<file path="config.mk">
export PLATFORM = sky130hd
export DESIGN_NAME = fir_tap_accumulator
export DESIGN_NICKNAME = d
export VERILOG_FILES = /design/src/rtl/fir_tap_accumulator.sv
export SDC_FILE = /design/constraint.sdc
export NUM_CORES = 1
export LEC_CHECK = 0
export ABC_AREA = 1
export CORE_MARGIN = 5
export CORE_UTILIZATION = 38
export CTS_BUF_LIST = sky130_fd_sc_hd__clkbuf_4 sky130_fd_sc_hd__clkbuf_8
export DETAILED_ROUTE_END_ITERATION = 10
export DONT_BUFFER_PORTS = 1
export PLACE_DENSITY_LB_ADDON = 0.25
export SLEW_MARGIN = 10
export SYNTH_ARGS = -nofsm -noshare
export SYNTH_HDL_FRONTEND = slang
export SYNTH_SLANG_ARGS = --single-unit
</file>
<file path="constraint.sdc">
create_clock -name clk -period 9.1 [get_ports clk]
set_input_delay 1.365 -clock clk [delete_from_list [all_inputs] [get_ports clk]]
set_output_delay 1.365 -clock clk [all_outputs]
set_load 0.05 [all_outputs]
</file>
<file path="src/rtl/fir_tap_accumulator.sv">
// Multi-cycle signed reduction of a packed product vector, LANES elements per beat.
// Optional clamping of the narrowed result is enabled by defining FIR_ACC_SAT_EN.
module fir_tap_accumulator #(
    parameter int DATA_WIDTH = 16,
    parameter int DATA_COUNT = 8,
    parameter int LANES      = 2,
    parameter int OUT_WIDTH  = 16
) (
    input  logic                             clk,
    input  logic                             rst,
    input  logic [DATA_WIDTH*DATA_COUNT-1:0] data_in,
    input  logic                             valid_in,
    output logic                             ready_out,
    output logic [OUT_WIDTH-1:0]             data_out,
    output logic                             valid_out,
    input  logic                             ready_in,
    output logic                             sat_out
);

    localparam int ACC_WIDTH = DATA_WIDTH + $clog2(DATA_COUNT);
    localparam int N         = DATA_COUNT / LANES;
    localparam int CNT_W     = (N > 1) ? $clog2(N) : 1;
    localparam int BEAT_W    = LANES * DATA_WIDTH;

    typedef enum logic [1:0] {
        IDLE  = 2'd0,
        ACCUM = 2'd1,
        OUT   = 2'd2
    } state_t;

    state_t                          state_reg;
    logic [DATA_WIDTH*DATA_COUNT-1:0] hold_reg;
    logic signed [ACC_WIDTH-1:0]     acc_reg;
    logic [CNT_W-1:0]                beat_reg;
    logic [OUT_WIDTH-1:0]            data_out_reg;
    logic                            valid_out_reg;
    logic                            sat_out_reg;

    logic                            accept;
    logic                            last_beat;
    logic [BEAT_W-1:0]               beat_slices [N];
    logic [BEAT_W-1:0]               beat_slice;
    logic signed [ACC_WIDTH-1:0]     lane_ext [LANES];
    logic signed [ACC_WIDTH-1:0]     sum_next;
    logic [OUT_WIDTH-1:0]            reduced;
    logic                            reduced_sat;

    // Reset dominates: nothing is accepted on a cycle that is being reset.
    assign ready_out = !rst && ((state_reg == IDLE) || ((state_reg == OUT) && ready_in));
    assign accept    = valid_in && ready_out;
    assign last_beat = (beat_reg == CNT_W'(N - 1));

    genvar gi;
    generate
        for (gi = 0; gi < N; gi++) begin : g_beat
            assign beat_slices[gi] = hold_reg[gi*BEAT_W +: BEAT_W];
        end
    endgenerate

    assign beat_slice = beat_slices[beat_reg];

    generate
        for (gi = 0; gi < LANES; gi++) begin : g_lane
            logic signed [DATA_WIDTH-1:0] elem;
            assign elem         = beat_slice[gi*DATA_WIDTH +: DATA_WIDTH];
            assign lane_ext[gi] = ACC_WIDTH'(elem);
        end
    endgenerate

    // ACC_WIDTH carries log2(DATA_COUNT) guard bits, so this sum never overflows.
    always_comb begin
        sum_next = acc_reg;
        for (int i = 0; i < LANES; i++) begin
            sum_next = sum_next + lane_ext[i];
        end
    end

    generate
        if (OUT_WIDTH >= ACC_WIDTH) begin : g_extend
            assign reduced     = OUT_WIDTH'(sum_next);
            assign reduced_sat = 1'b0;
        end else begin : g_narrow
`ifdef FIR_ACC_SAT_EN
            localparam logic signed [ACC_WIDTH-1:0] SAT_MAX =
                {{(ACC_WIDTH-OUT_WIDTH+1){1'b0}}, {(OUT_WIDTH-1){1'b1}}};
            localparam logic signed [ACC_WIDTH-1:0] SAT_MIN =
                {{(ACC_WIDTH-OUT_WIDTH+1){1'b1}}, {(OUT_WIDTH-1){1'b0}}};
            always_comb begin
                reduced     = sum_next[OUT_WIDTH-1:0];
                reduced_sat = 1'b0;
                if (sum_next > SAT_MAX) begin
                    reduced     = SAT_MAX[OUT_WIDTH-1:0];
                    reduced_sat = 1'b1;
                end else if (sum_next < SAT_MIN) begin
                    reduced     = SAT_MIN[OUT_WIDTH-1:0];
                    reduced_sat = 1'b1;
                end
            end
`else
            assign reduced     = sum_next[OUT_WIDTH-1:0];
            assign reduced_sat = 1'b0;
`endif
        end
    endgenerate

    always_ff @(posedge clk) begin
        if (rst) begin
            state_reg     <= IDLE;
            hold_reg      <= '0;
            acc_reg       <= '0;
            beat_reg      <= '0;
            data_out_reg  <= '0;
            valid_out_reg <= 1'b0;
            sat_out_reg   <= 1'b0;
        end else begin
            case (state_reg)
                IDLE: begin
                    if (accept) begin
                        hold_reg  <= data_in;
                        acc_reg   <= '0;
                        beat_reg  <= '0;
                        state_reg <= ACCUM;
                    end
                end
                ACCUM: begin
                    acc_reg <= sum_next;
                    if (last_beat) begin
                        data_out_reg  <= reduced;
                        sat_out_reg   <= reduced_sat;
                        valid_out_reg <= 1'b1;
                        state_reg     <= OUT;
                    end else begin
                        beat_reg <= beat_reg + 1'b1;
                    end
                end
                OUT: begin
                    if (ready_in) begin
                        valid_out_reg <= 1'b0;
                        // Back-to-back: the output handshake also admits the next vector.
                        if (valid_in) begin
                            hold_reg  <= data_in;
                            acc_reg   <= '0;
                            beat_reg  <= '0;
                            state_reg <= ACCUM;
                        end else begin
                            state_reg <= IDLE;
                        end
                    end
                end
                default: begin
                    state_reg     <= IDLE;
                    valid_out_reg <= 1'b0;
                end
            endcase
        end
    end

    assign data_out  = data_out_reg;
    assign valid_out = valid_out_reg;
    assign sat_out   = sat_out_reg;

endmodule

</file>
Yosys cells after proc, flatten, opt, wreduce, memory -nomap -nowiden
Index checks and enable logic that the tools add are counted.
{ "totals": {"word_cells": 58, "register_bits": 168, "out_inout_bits": 19, "input_bits": 132} }
{ "classes": {"n_eq_ne": 8, "muxes": 24, "magnitude_cmp": 1, "addsub": 3, "bitwise": 2, "reduce_logical": 14} }
{ "op_table": {"columns": ["op", "count"], "rows": [
  ["$mux W128", 3],
  ["$pmux W128 S2", 1],
  ["$bmux W32 S2", 1],
  ["$mux W32", 2],
  ["$mux W19", 3],
  ["$pmux W19 S3", 1],
  ["$add A19 B16 Y19", 2],
  ["$mux W2", 7],
  ["$pmux W2 S3", 2],
  ["$ne A2 B2 Y1 const B", 5],
  ["$reduce_and A4 Y1", 2],
  ["$reduce_and A3 Y1", 2],
  ["$reduce_and A5 Y1", 1],
  ["$eq A2 B2 Y1 const B", 2],
  ["$ge A3 B3 Y1 const B", 1],
  ["$logic_and A1 B1 Y1", 3],
  ["$mux W1", 3],
  ["$not A2 Y3", 1],
  ["$pmux W1 S3", 1],
  ["$reduce_bool A3 Y1", 1],
  ["$add A2 B1 Y2 const B", 1],
  ["$eq A2 B1 Y1 const B", 1],
  ["$logic_not A2 Y1", 1],
  ["$reduce_and A2 Y1", 1],
  ["4 further kinds", 4]
]} }

Depth between registers and ports, before layout
Gate-level depths: netlist (run 1).
{ "logic_depth": {"word_depth": 7, "mapped_depth": 20, "ltp_nobuf": 18} }

Least setup slack after synthesis (run 1)
Ideal clock, no wire load.
{ "synth_path": {"path_kind": "input-to-output", "from": "input port rst", "to": "output port ready_out", "t_arrival_ns": 2.326, "cell_stages": 4, "setup_slack_ns": 5.409, "cell_sequence": "buf_4 inv_2 clkbuf_1 and3_1"} }
{ "synth_between": {"elab_chain_cells": 2} }
{ "synth_lines": {"columns": ["element", "line", "source"], "rows": [
  ["start, declared", "10", "input logic rst,"],
  ["$logic_not A1 Y1", "49", "assign ready_out = !rst && ((state_reg == IDLE) || ((state_reg == OUT) && ready_in));"],
  ["$logic_and A1 B1 Y1", "49", null],
  ["end, declared", "13", "output logic ready_out,"]
]} }
Every way passes these cells.

Worst setup path in the final report (run 1)
{ "layout_path": {"from": "register beat_reg[0]", "to": "register data_out_reg[9] (netlist: data_out[9])"} }
{ "layout_between": {"elab_chain_cells": 6, "elab_cells_between_ends": 8, "cone_classes": "add/sub (2); eq/ne (1); mux (3); bitwise (1); reduce/logical (1)"} }
{ "layout_lines": {"columns": ["element", "line", "source"], "rows": [
  ["start, declared", "34", "logic [CNT_W-1:0] beat_reg;"],
  ["start signal, assigned", "133", "beat_reg <= beat_reg + 1'b1;"],
  ["$not A2 Y3 (not written as such)", "60", "assign beat_slice = beat_slices[beat_reg];"],
  ["$bmux W32 S2", "60", null],
  ["$mux W32 (not written as such) (2 in series)", "60", null],
  ["$add A19 B16 Y19 (2 in series)", "74", "sum_next = sum_next + lane_ext[i];"],
  ["end signal, assigned", "128", "data_out_reg <= reduced;"],
  ["end, declared", "35", "logic [OUT_WIDTH-1:0] data_out_reg;"]
]} }
Several ways; a longest one is shown, not always the timed one. The select of a mux whose other input is x is not followed.
A chain may end at the register's enable or synchronous reset.

==> results of run 1 <==
==> how the worst min path moves through the flow <==
stage                  to        from  slack (ns)  depth (start not counted)
2_1_floorplan  acc_reg[0]  acc_reg[0]        0.44                          2
3_3_place_gp   acc_reg[0]  acc_reg[0]        0.45                          2
3_5_place_dp   acc_reg[0]  acc_reg[0]        0.46                          2
4_1_cts        acc_reg[0]  acc_reg[0]        0.47                          2
5_1_grt        acc_reg[0]  acc_reg[0]        0.50                          2
6_report       acc_reg[0]  acc_reg[0]        0.46                          2
==> cell usage in the layout, fill, tap and decap left out, types with 2 or more instances in the layout <==
master,synthesis,routed
a21o_1,2,2
a21oi_1,32,32
a21oi_2,4,4
a32o_1,2,2
buf_4,4,6
bufinv_16,0,2
clkbuf_8,0,18
clkinv_2,0,2
dfxtp_1,165,164
fa_1,16,16
ha_1,15,15
inv_1,44,43
inv_6,0,5
inv_8,0,2
nand2_1,114,114
nand2_2,5,5
nand3_1,22,22
nand3b_1,2,2
nand4_1,4,4
nor2_1,324,324
nor2_4,2,2
nor3_1,2,2
o21a_1,3,3
o21ai_0,177,177
o21ai_1,24,24
o21bai_1,8,8
o22ai_1,28,28
xnor2_1,2,2
xor2_1,4,4
==> per-stage QoR <==
stage / instances / total power [mW]
after floorplan: 1084 / 1.097
after global placement: 1288 / 1.190
after detailed placement: 1288 / 1.190
after CTS: 1319 / 1.744
after global routing: 1319 / 1.842
final: 1319 / 1.732
==> report_power, final <==
part | internal [mW] | switching [mW]
Clock | 0.260 | 0.296
Combinational | 0.125 | 0.249
Sequential | 0.769 | 0.0333
==> layout make-up <==
class                   instances  area [sq um]
flip-flops and latches        165          3304
fillers                      2180         12080
clock buffers                  18         247.7
clock inverters                13         163.9
well taps                     270         337.8
repair buffers                  6         45.04
inverters                      47         180.2
multi-input cells             800          4004
==> synthesized netlist by cell type (3+ instances only) <==
library cell / count / area share
clkbuf_1: 32 / 0.015
buf_4: 4 / 0.0038
buf_6: 16 / 0.023
nand4_1: 4 / 0.0032
fa_1: 16 / 0.040
a21oi_1: 32 / 0.020
dfxtp_1: 165 / 0.42
o21bai_1: 8 / 0.0076
nand2_1: 114 / 0.054
nand2_2: 5 / 0.0040
ha_1: 15 / 0.024
o22ai_1: 28 / 0.022
a21oi_2: 4 / 0.0044
o21a_1: 3 / 0.0028
nor2_1: 324 / 0.15
o21ai_0: 177 / 0.11
xor2_1: 4 / 0.0044
buf_2: 17 / 0.011
buf_1: 3 / 0.0014
nand3_1: 22 / 0.014
o21ai_1: 24 / 0.015
inv_1: 44 / 0.021
==> worst max-delay path, stage by stage (launching register included) <==
cell	delay (ns)
dfxtp_2	0.32
buf_4	0.49
clkinv_1	0.82
buf_4	0.51
o21ai_0	0.19
o22ai_1	0.12
fa_1	0.53
ha_1	0.23
inv_1	0.07
fa_1	0.40
inv_1	0.09
nand2_1	0.05
nand3_1	0.16
nand2_1	0.10
nand2_1	0.08
nand2_1	0.07
nand2_1	0.08
nand2_1	0.05
o211ai_1	0.09
inv_1	0.06
==> cell families (layout without fill, tap and decap cells) <==
| family | count (synthesis) | count (layout) | synth area share |
|---|---|---|---|
| simple gates | 479 | 479 | 0.2404 |
| flops | 165 | 165 | 0.4175 |
| fa+ha+maj | 31 | 31 | 0.06420 |
| xor+xnor | 6 | 6 | 0.006641 |
| buf+inv | 119 | 84 | 0.07654 |
| mux | 1 | 1 | 0.001265 |
| other cells | 1 | 1 | 0.0004739 |
| compound gates | 282 | 282 | 0.1931 |
==> layer usage <==
layer	GRT usage	up-vias	wire length (microns)
met1	0.2743	3092	11160
met2	0.2808	170	10010
met4	0.04205	0	275
met3	0.04387	17	1176
met5	0	-	0
li1	-	3443	-
==> summary.md, run 1 <==
| Metric | Value |
|---|---|
| CP required | 9.44 ns |
| DRC | 0 |
| First-pass GRT wire length | 35160 microns |
| Die Height | 154.3 microns |
| Syn. warnings | 0 |
| WS Path Type | reg -> reg |
| Grt ovf | 0 |
| Final Cell Area | 8283 sq um |
| Clock net sink count | 165 |
| Crit path launch | beat_reg[0] |
| Post-DP HPWL | 17040 microns |
| Pwr Density | 209.1 nW/um^2 |
| Clock Path Buffers | 2 |
| Fin crit period | 4.665 ns |
| Cts repair resizes | 0 |
| Initial antenna violation count | 0 |
| Hold Vio Cnt, Final | 0 |
| Drt wl/cell | 17.15 microns |
| Post-Syn Instances | 1084 |
| Post-Syn Nets | 1247 |
| Highest clock rate | 214.4 MHz |
| Drt pass-1 iters | 5 |
| Crit share post-route | 0.5126 |
| Die area | 23810 sq um |
| Io pins | 151 |
| Buffers on Ports | 0 |
| Clk pin slew, worst setup/hold paths | 0.09 ns |
| Setup ws final | 4.435 ns |
| DR vias/cell | 5.096 |
| Startpoint types | flip-flop |
| Dpl ws | 4.524 ns |
| Measured slew at the worst slew-check pin | 0.9466 ns |
| Total track usage | 0.1873 |
| CP max FO | 67 |
| Average size of a mapped cell | 7.299 sq um |
| Layout cells sized above 1 | 0.05243 |
| Cell variety after synth | 38 |
| Final slew viol count | 0 |
| CP endpoint | data_out[9] |
| Arrival time at the worst endpoint | 5.01 ns |
| Core ar. | 20360 sq um |
| Reg2reg start | beat_reg[0] |
| Final WL | 22630 microns |
| Min-Delay Path Class | reg -> reg |
| Max FFs per register | 128 |
| CTS root buffer | clkbuf_8 |
| Die W | 154.3 microns |
| Layout Utilization | 0.4067 |
| Worst R2R Path Depth | 19 |
| Post-CTS Hold Fix Bufs | 0 |
| Placed cell areas | 7871 sq um |
| # diodes | 0 |
| Htree depth | 4 |
| Vias in the first global route | 6357 |
| Post-Syn Area | 7913 sq um |
| Status | complete, no violations |
| Worst setup EP type | flip-flop |
| Largest net degree at the start of global routing | 127 |
| Final setup violation count | 0 |
| Register area share after synthesis | 0.4175 |
| CTS tree | yes |
| Clk_skew | 0.01292 ns |
| Worst slew margin | 0.3683 |
| Total number of vias | 6722 |
| Iter 0 DRT Violations | 471 |
| Layout area overhead | 4.681% |
| Cts bufs inserted | 17 |
| Initial core utilization | 0.3885 |
| Setup Buffers After CTS | 0 |
| Most used DFF post-synth | dfxtp_1 |
| Row Count | 52 |
| Total Nets Final | 1200 |
| Placer Congestion | 0.8648 |
| Final setup TNS | 0 ns |
| Worst R2R Setup Slack | 4.44 ns |
| Post-synthesis register bit count | 165 |
| Post-route ant nets | 0 |
| Pleak | 3.431 nW |
| Peak supply drop | 0.09531 mV |
| Reg2reg end | data_out[9] |
| Synth async-reset ratio | 0 |
| EDFF count, synth | 0 |
| Worst skew pair latency | 0.46 ns |
| Unrepaired setup endpoints after global routing | no |
| Max Cap Violations | 0 |
| Hold WS | 0.4645 ns |
Power figures use the tool's default switching activity.
==> run 2: changes to the inputs <==
Settings changed: ABC_AREA 1 to 0.
Clock period 9.1 ns to 4.62 ns, I/O delays scaled along.
==> run 2 against run 1 <==
Compared with the run above:
- sequential power is 90% higher
- global-route usage is 0.95 points lower
- register-to-register slack worse by 3.7 ns
- flip-flop and latch count stayed put
- cell area is 3.2% lower
- critical path type unchanged
==> summary.md, run 2 <==
| Metric | Value |
|---|---|
| Final setup violation count | 0 |
| Layout area overhead | 8.167% |
| DR vias/cell | 5.102 |
| Clock net sink count | 165 |
| Most common cell in the synthesized netlist | nand2_1 |
| Io pins | 151 |
| Post-route ant nets | 0 |
| Measured slew at the worst slew-check pin | 0.9926 ns |
| Commonest non-fill, non-tap cell in the layout | nand2_1 |
| Fin crit period | 3.851 ns |
| Cts bufs inserted | 17 |
| Max FFs per register | 128 |
| Post-synthesis register bit count | 165 |
| Placer Congestion | 0.8651 |
| Crit path cell chain | buf_4 -> mux4_2 -> fa_1 -> ha_1 -> a21oi_4 -> nand2_1 -> or4_4 -> a21oi_1 -> o21ai_0 -> a32o_1 |
| Vias in the first global route | 5556 |
| Buffers on Ports | 0 |
| Crit share post-route | 0.8337 |
| CP max FO | 17 |
| Register area share after synthesis | 0.4455 |
| Largest net degree at the start of global routing | 161 |
| Pwr Density | 370.2 nW/um^2 |
| Highest clock rate | 259.6 MHz |
| Clock group share of total power | 0.382 |
| Cts repair resizes | 0 |
| Synth top area share | 0.4455 |
| Clock Path Buffers | 2 |
| First-pass GRT wire length | 30450 microns |
| Min-Delay Path Class | in -> reg |
| Sw frac | 0.2690 |
| Buf+Inv Stages, Crit Path | 1 |
| Peak supply drop | 0.1721 mV |
| Initial antenna violation count | 0 |
| Post-CTS Hold Fix Bufs | 0 |
| Average size of a mapped cell | 8.744 sq um |
| CTS tree | yes |
| Worst setup EP type | flip-flop |
| Drt wl/cell | 17.83 microns |
| P_sw | 0.7986 mW |
| CP required | 4.97 ns |
| Most used DFF post-synth | dfxtp_1 |
| Layout cells sized above 1 | 0.09783 |
| Iter 0 DRT Violations | 460 |
| Die area | 22410 sq um |
| Ranking of synthesized cells by instance count | nand2_1 (286), dfxtp_1 (165), a21oi_1 (157) |
| Die W | 149.7 microns |
| Worst slew margin | 0.3369 |
| Post-Syn Instances | 848 |
| Synth async-reset ratio | 0 |
| # diodes | 0 |
| Max stage delay on crit path | 0.57 ns |
| EDFF count, synth | 0 |
| Total number of vias | 5577 |
| Leading area contributor after synthesis | dfxtp_1 |
| Grt ovf | 0 |
| Htree depth | 4 |
| Final WL | 19490 microns |
| Row Count | 51 |
| Syn. warnings | 0 |
| Reg power frac | 0.513 |
| Worst skew pair latency | 0.47 ns |
| Die Height | 149.7 microns |
| Status | complete, no violations |
| WS Path Type | reg -> reg |
| Pleak | 2.927 nW |
| Logic gate share of total power | 0.105 |
| CTS root buffer | clkbuf_8 |
| Unrepaired setup endpoints after global routing | no |
| Initial core utilization | 0.3835 |
| Core ar. | 19330 sq um |
| CP top delay family | adder cells |
| Post-Syn Nets | 1011 |
| Max Cap Violations | 0 |
| P_int | 2.170 mW |
| Arrival time at the worst endpoint | 4.21 ns |
| Post-Syn Area | 7415 sq um |
| Total Nets Final | 978 |
| Critical-path top delay cell | dfxtp_2 |
| Total track usage | 0.1778 |
| Hold WS | 0.3104 ns |
| Post-DP HPWL | 14300 microns |
| Hold Vio Cnt, Final | 0 |
| Drt pass-1 iters | 5 |
| Cell variety after synth | 45 |
| DRC | 0 |
| Clk pin slew, worst setup/hold paths | 0.09 ns |
| Clk_skew | 0.01594 ns |
| Startpoint types | flip-flop |
| Final slew viol count | 0 |
| Setup Buffers After CTS | 0 |
| Final setup TNS | 0 ns |
| Most frequent cells in the layout | nand2_1 (286), dfxtp_1 (163), a21oi_1 (157) |
| Synth area leaders | dfxtp_1 (45%), nand2_1 (14%), a21oi_1 (11%) |
## run 2: cell count changes after synthesis, moves of 9 or more
| cell | delta |
|---|---|
| nor2_1 | -307 |
| inv_1 | -34 |
| buf_6 | -16 |
| o21ai_0 | -172 |
| buf_2 | -11 |
| a21oi_1 | +125 |
| mux4_2 | +31 |
| xnor2_1 | +12 |
| o21ai_1 | -23 |
| a22o_1 | +9 |
| nand2_1 | +172 |
| clkbuf_1 | +14 |
| o22ai_1 | -27 |
| nand3_1 | -14 |
## run 2: per-stage QoR
stage	instances	utilization	total power, mW	instance area (sq um)	worst slack [ns]
finish	1093	0.4148	2.969	8020	0.7685
global route	1093	0.4148	3.112	8020	0.5045
CTS	1093	0.4148	3.002	8020	0.7281
detailed placement	1061	0.3921	1.870	7581	0.7307
global placement	1061	0.3921	1.868	7581	0.7819
floorplan	848	-	1.804	7415	0.9187
## run 2: per-layer routing
| metal | vias to the layer above | GRT usage | wire length (microns) | share of wire |
|---|---|---|---|---|
| li1 | 2799 | - | - | - |
| met4 | 0 | 0.04941 | 309 | 0.016 |
| met2 | 137 | 0.2719 | 8854 | 0.45 |
| met5 | - | 0 | 0 | 0 |
| met3 | 17 | 0.04755 | 1075 | 0.055 |
| met1 | 2624 | 0.2494 | 9245 | 0.47 |
## run 2: power by group through the flow
stage | Combinational (mW) | Sequential [mW] | Clock, mW
2_1_floorplan | 0.265 | 1.54 | 0
3_3_place_gp | 0.311 | 1.56 | 0
3_5_place_dp | 0.314 | 1.56 | 0
4_1_cts | 0.315 | 1.52 | 1.16
5_1_grt | 0.350 | 1.53 | 1.23
6_report | 0.312 | 1.52 | 1.13
## run 2: layout make-up
cell class / instances / area (sq um)
clock buffers: 18 / 247.7
multi-input cells: 614 / 3854
repair buffers: 7 / 52.55
flip-flops and latches: 165 / 3306
inverters: 10 / 37.54
well taps: 265 / 331.6
fillers: 1979 / 11310
clock inverters: 14 / 191.4
## run 2: logic make-up (layout without fill, tap and decap cells)
group	after synthesis	after routing	share of synthesized area
AND/OR/NAND/NOR	333	333	0.1784
flip-flops	165	165	0.4455
AO/OA/AOI/OAI	200	200	0.1546
buffers and inverters	69	49	0.03712
other	1	1	0.0005058
XOR/XNOR	18	18	0.02126
multiplexers	31	31	0.09416
adder cells (fa/ha/maj)	31	31	0.06851
## run 2: worst register-to-register path: stages, from the launching register on
cell and delay (ns):
dfxtp_2 0.57, buf_4 0.40, mux4_2 0.58, fa_1 0.44, ha_1 0.40, a21oi_4 0.18
nand2_1 0.07, or4_4 0.54, a21oi_1 0.17, o21ai_0 0.13, a32o_1 0.26
## run 2: worst paths after layout
path                     start            to  slack (ns)  cells after the start
hold reg to reg   hold_reg[73]  hold_reg[73]        0.46                      2
hold / removal             rst   data_out[3]        0.31                      1
setup reg to reg   beat_reg[0]   acc_reg[15]        0.77                     10
setup / recovery   beat_reg[0]   acc_reg[15]        0.77                     10
==> run 3: changes to the inputs <==
Clock period 4.62 ns to 3.95 ns, I/O delays scaled along.
==> run 3 against run 2 <==
Compared with the run above:
- non-clock buffer count up 2
- hold slack worse by 0.11 ns
- flip-flop and latch count unchanged
- first-iteration DRC count down 18%
- via count about the same
- routed wire length down 0.67%
- sequential power up 17%
- combinational power up 19%
- worst setup slack worse by 0.45 ns
- utilization up 0.14 points
- count of clock-buffer cells in the layout down 1
==> summary.md, run 3 (synthesis gave the netlist of run 2 again) <==
| Metric | Value |
|---|---|
| Status | complete, no violations |
| Commonest non-fill, non-tap cell in the layout | nand2_1 |
| Initial core utilization | 0.3835 |
| Clk pin slew, worst setup/hold paths | 0.09 ns |
| CP max FO | 15 |
| Core ar. | 19330 sq um |
| Max Cap Violations | 0 |
| Hold WS | 0.2037 ns |
| Measured slew at the worst slew-check pin | 0.9596 ns |
| Max FFs per register | 128 |
| Most frequent cells in the layout | nand2_1 (286), dfxtp_1 (163), a21oi_1 (157) |
| Post-CTS Hold Fix Bufs | 0 |
| # diodes | 0 |
| Arrival time at the worst endpoint | 3.97 ns |
| Die W | 149.7 microns |
| P_sw | 0.9389 mW |
| Placed cell areas | 7621 sq um |
| Worst setup EP type | flip-flop |
| Iter 0 DRT Violations | 376 |
| Clock Path Buffers | 2 |
| Critical-path top delay cell | dfxtp_2 |
| Min-Delay Path Class | in -> reg |
| CTS tree | yes |
| WS Path Type | reg -> reg |
| Clk_skew | 0.01386 ns |
| Final slew viol count | 0 |
| Hold Vio Cnt, Final | 0 |
| Total Nets Final | 980 |
| Vias in the first global route | 5375 |
| Largest net degree at the start of global routing | 161 |
| Final WL | 19350 microns |
| Clock net sink count | 165 |
| Clock group share of total power | 0.379 |
| Layout area overhead | 8.539% |
| CP required | 4.29 ns |
| Buffers on Ports | 0 |
| Post-DP HPWL | 14250 microns |
| Highest clock rate | 275.4 MHz |
| Reg power frac | 0.514 |
| Worst R2R Setup Slack | 0.32 ns |
| DRC | 0 |
| Post-route ant nets | 0 |
| Drt pass-1 iters | 5 |
| P_int | 2.525 mW |
| Layout cells sized above 1 | 0.09891 |
| Final setup TNS | 0 ns |
| Fin crit period | 3.632 ns |
| Startpoint types | flip-flop |
| Initial antenna violation count | 0 |
| Die area | 22410 sq um |
| Max stage delay on crit path | 0.57 ns |
| Fillers | 1950 |
| Pleak | 2.938 nW |
| Placer Congestion | 0.8067 |
| Pwr Density | 430.4 nW/um^2 |
| Drt wl/cell | 17.69 microns |
| Most frequent cell on the critical path | inv_1 |
| Crit path cell chain | buf_4 -> mux4_2 -> inv_1 -> fa_1 -> inv_1 -> ha_1 -> inv_1 -> fa_1 -> nand2b_1 -> a21oi_1 -> or4_4 -> a21oi_1 -> or3_1 -> a32o_1 |
| Final Cell Area | 8048 sq um |
| Total track usage | 0.1762 |
| Worst slew margin | 0.3590 |
| Logic gate share of total power | 0.107 |
| Setup ws final | 0.3184 ns |
| CTS root buffer | clkbuf_8 |
| DR vias/cell | 5.101 |
| Cts repair resizes | 0 |
| Sw frac | 0.2711 |
| Cts bufs inserted | 17 |
| Io pins | 151 |
| Total placed cells including tap cells | 1063 |
| Layout Utilization | 0.4162 |
| First-pass GRT wire length | 30160 microns |
| Worst skew pair latency | 0.46 ns |
| Total number of vias | 5581 |
| Grt ovf | 0 |
| Peak supply drop | 0.2139 mV |
| Unrepaired setup endpoints after global routing | no |
| Setup Buffers After CTS | 0 |
| Die Height | 149.7 microns |
| Htree depth | 4 |
| Tot Pwr | 3.464 mW |
| Row Count | 51 |
| Dpl ws | 0.2136 ns |
| Final setup violation count | 0 |
| Crit share post-route | 0.9194 |
| Finished Layout Cells | 1094 |
## run 3: layer usage
layer	vias up	routed length, microns	track usage
met5	-	0	0
met4	0	135	0.03705
met3	7	1088	0.04967
met2	122	8982	0.2652
met1	2651	9147	0.2541
li1	2801	-	-
## run 3: path summary, 6_finish.rpt
path / from / to / cells past startpoint
worst max-delay path: beat_reg[1] / acc_reg[15] / 14
worst min-delay path: rst / data_out[11] / 1
worst max register to register: beat_reg[1] / acc_reg[15] / 14
worst min register to register: hold_reg[105] / hold_reg[105] / 2
## run 3: final cells by class
cell class | instances | area, sq um | area share
clock buffer | 17 | 234.0 | 0.02907
clock inverter | 14 | 186.4 | 0.02317
inverter | 10 | 37.54 | 0.004664
multi-input combinational | 614 | 3854 | 0.4789
sequential | 165 | 3308 | 0.4111
tap | 265 | 331.6 | 0.04120
timing repair buffer | 9 | 96.34 | 0.01197
## run 3: power groups by stage
stage | clock (mW) | sequential, mW | combinational [mW]
2_1_floorplan | 0 | 1.80 | 0.310
3_3_place_gp | 0 | 1.82 | 0.368
3_5_place_dp | 0 | 1.82 | 0.373
4_1_cts | 1.35 | 1.78 | 0.374
5_1_grt | 1.43 | 1.79 | 0.416
6_report | 1.31 | 1.78 | 0.372
## run 3: critical path: cells and delay by family (launching register included)
kind	cells	cell delay, ns
fa+ha+maj	3	0.91
flops	1	0.57
buf+inv	4	0.51
mux	1	0.22
simple gates	3	0.74
compound gates	3	0.57
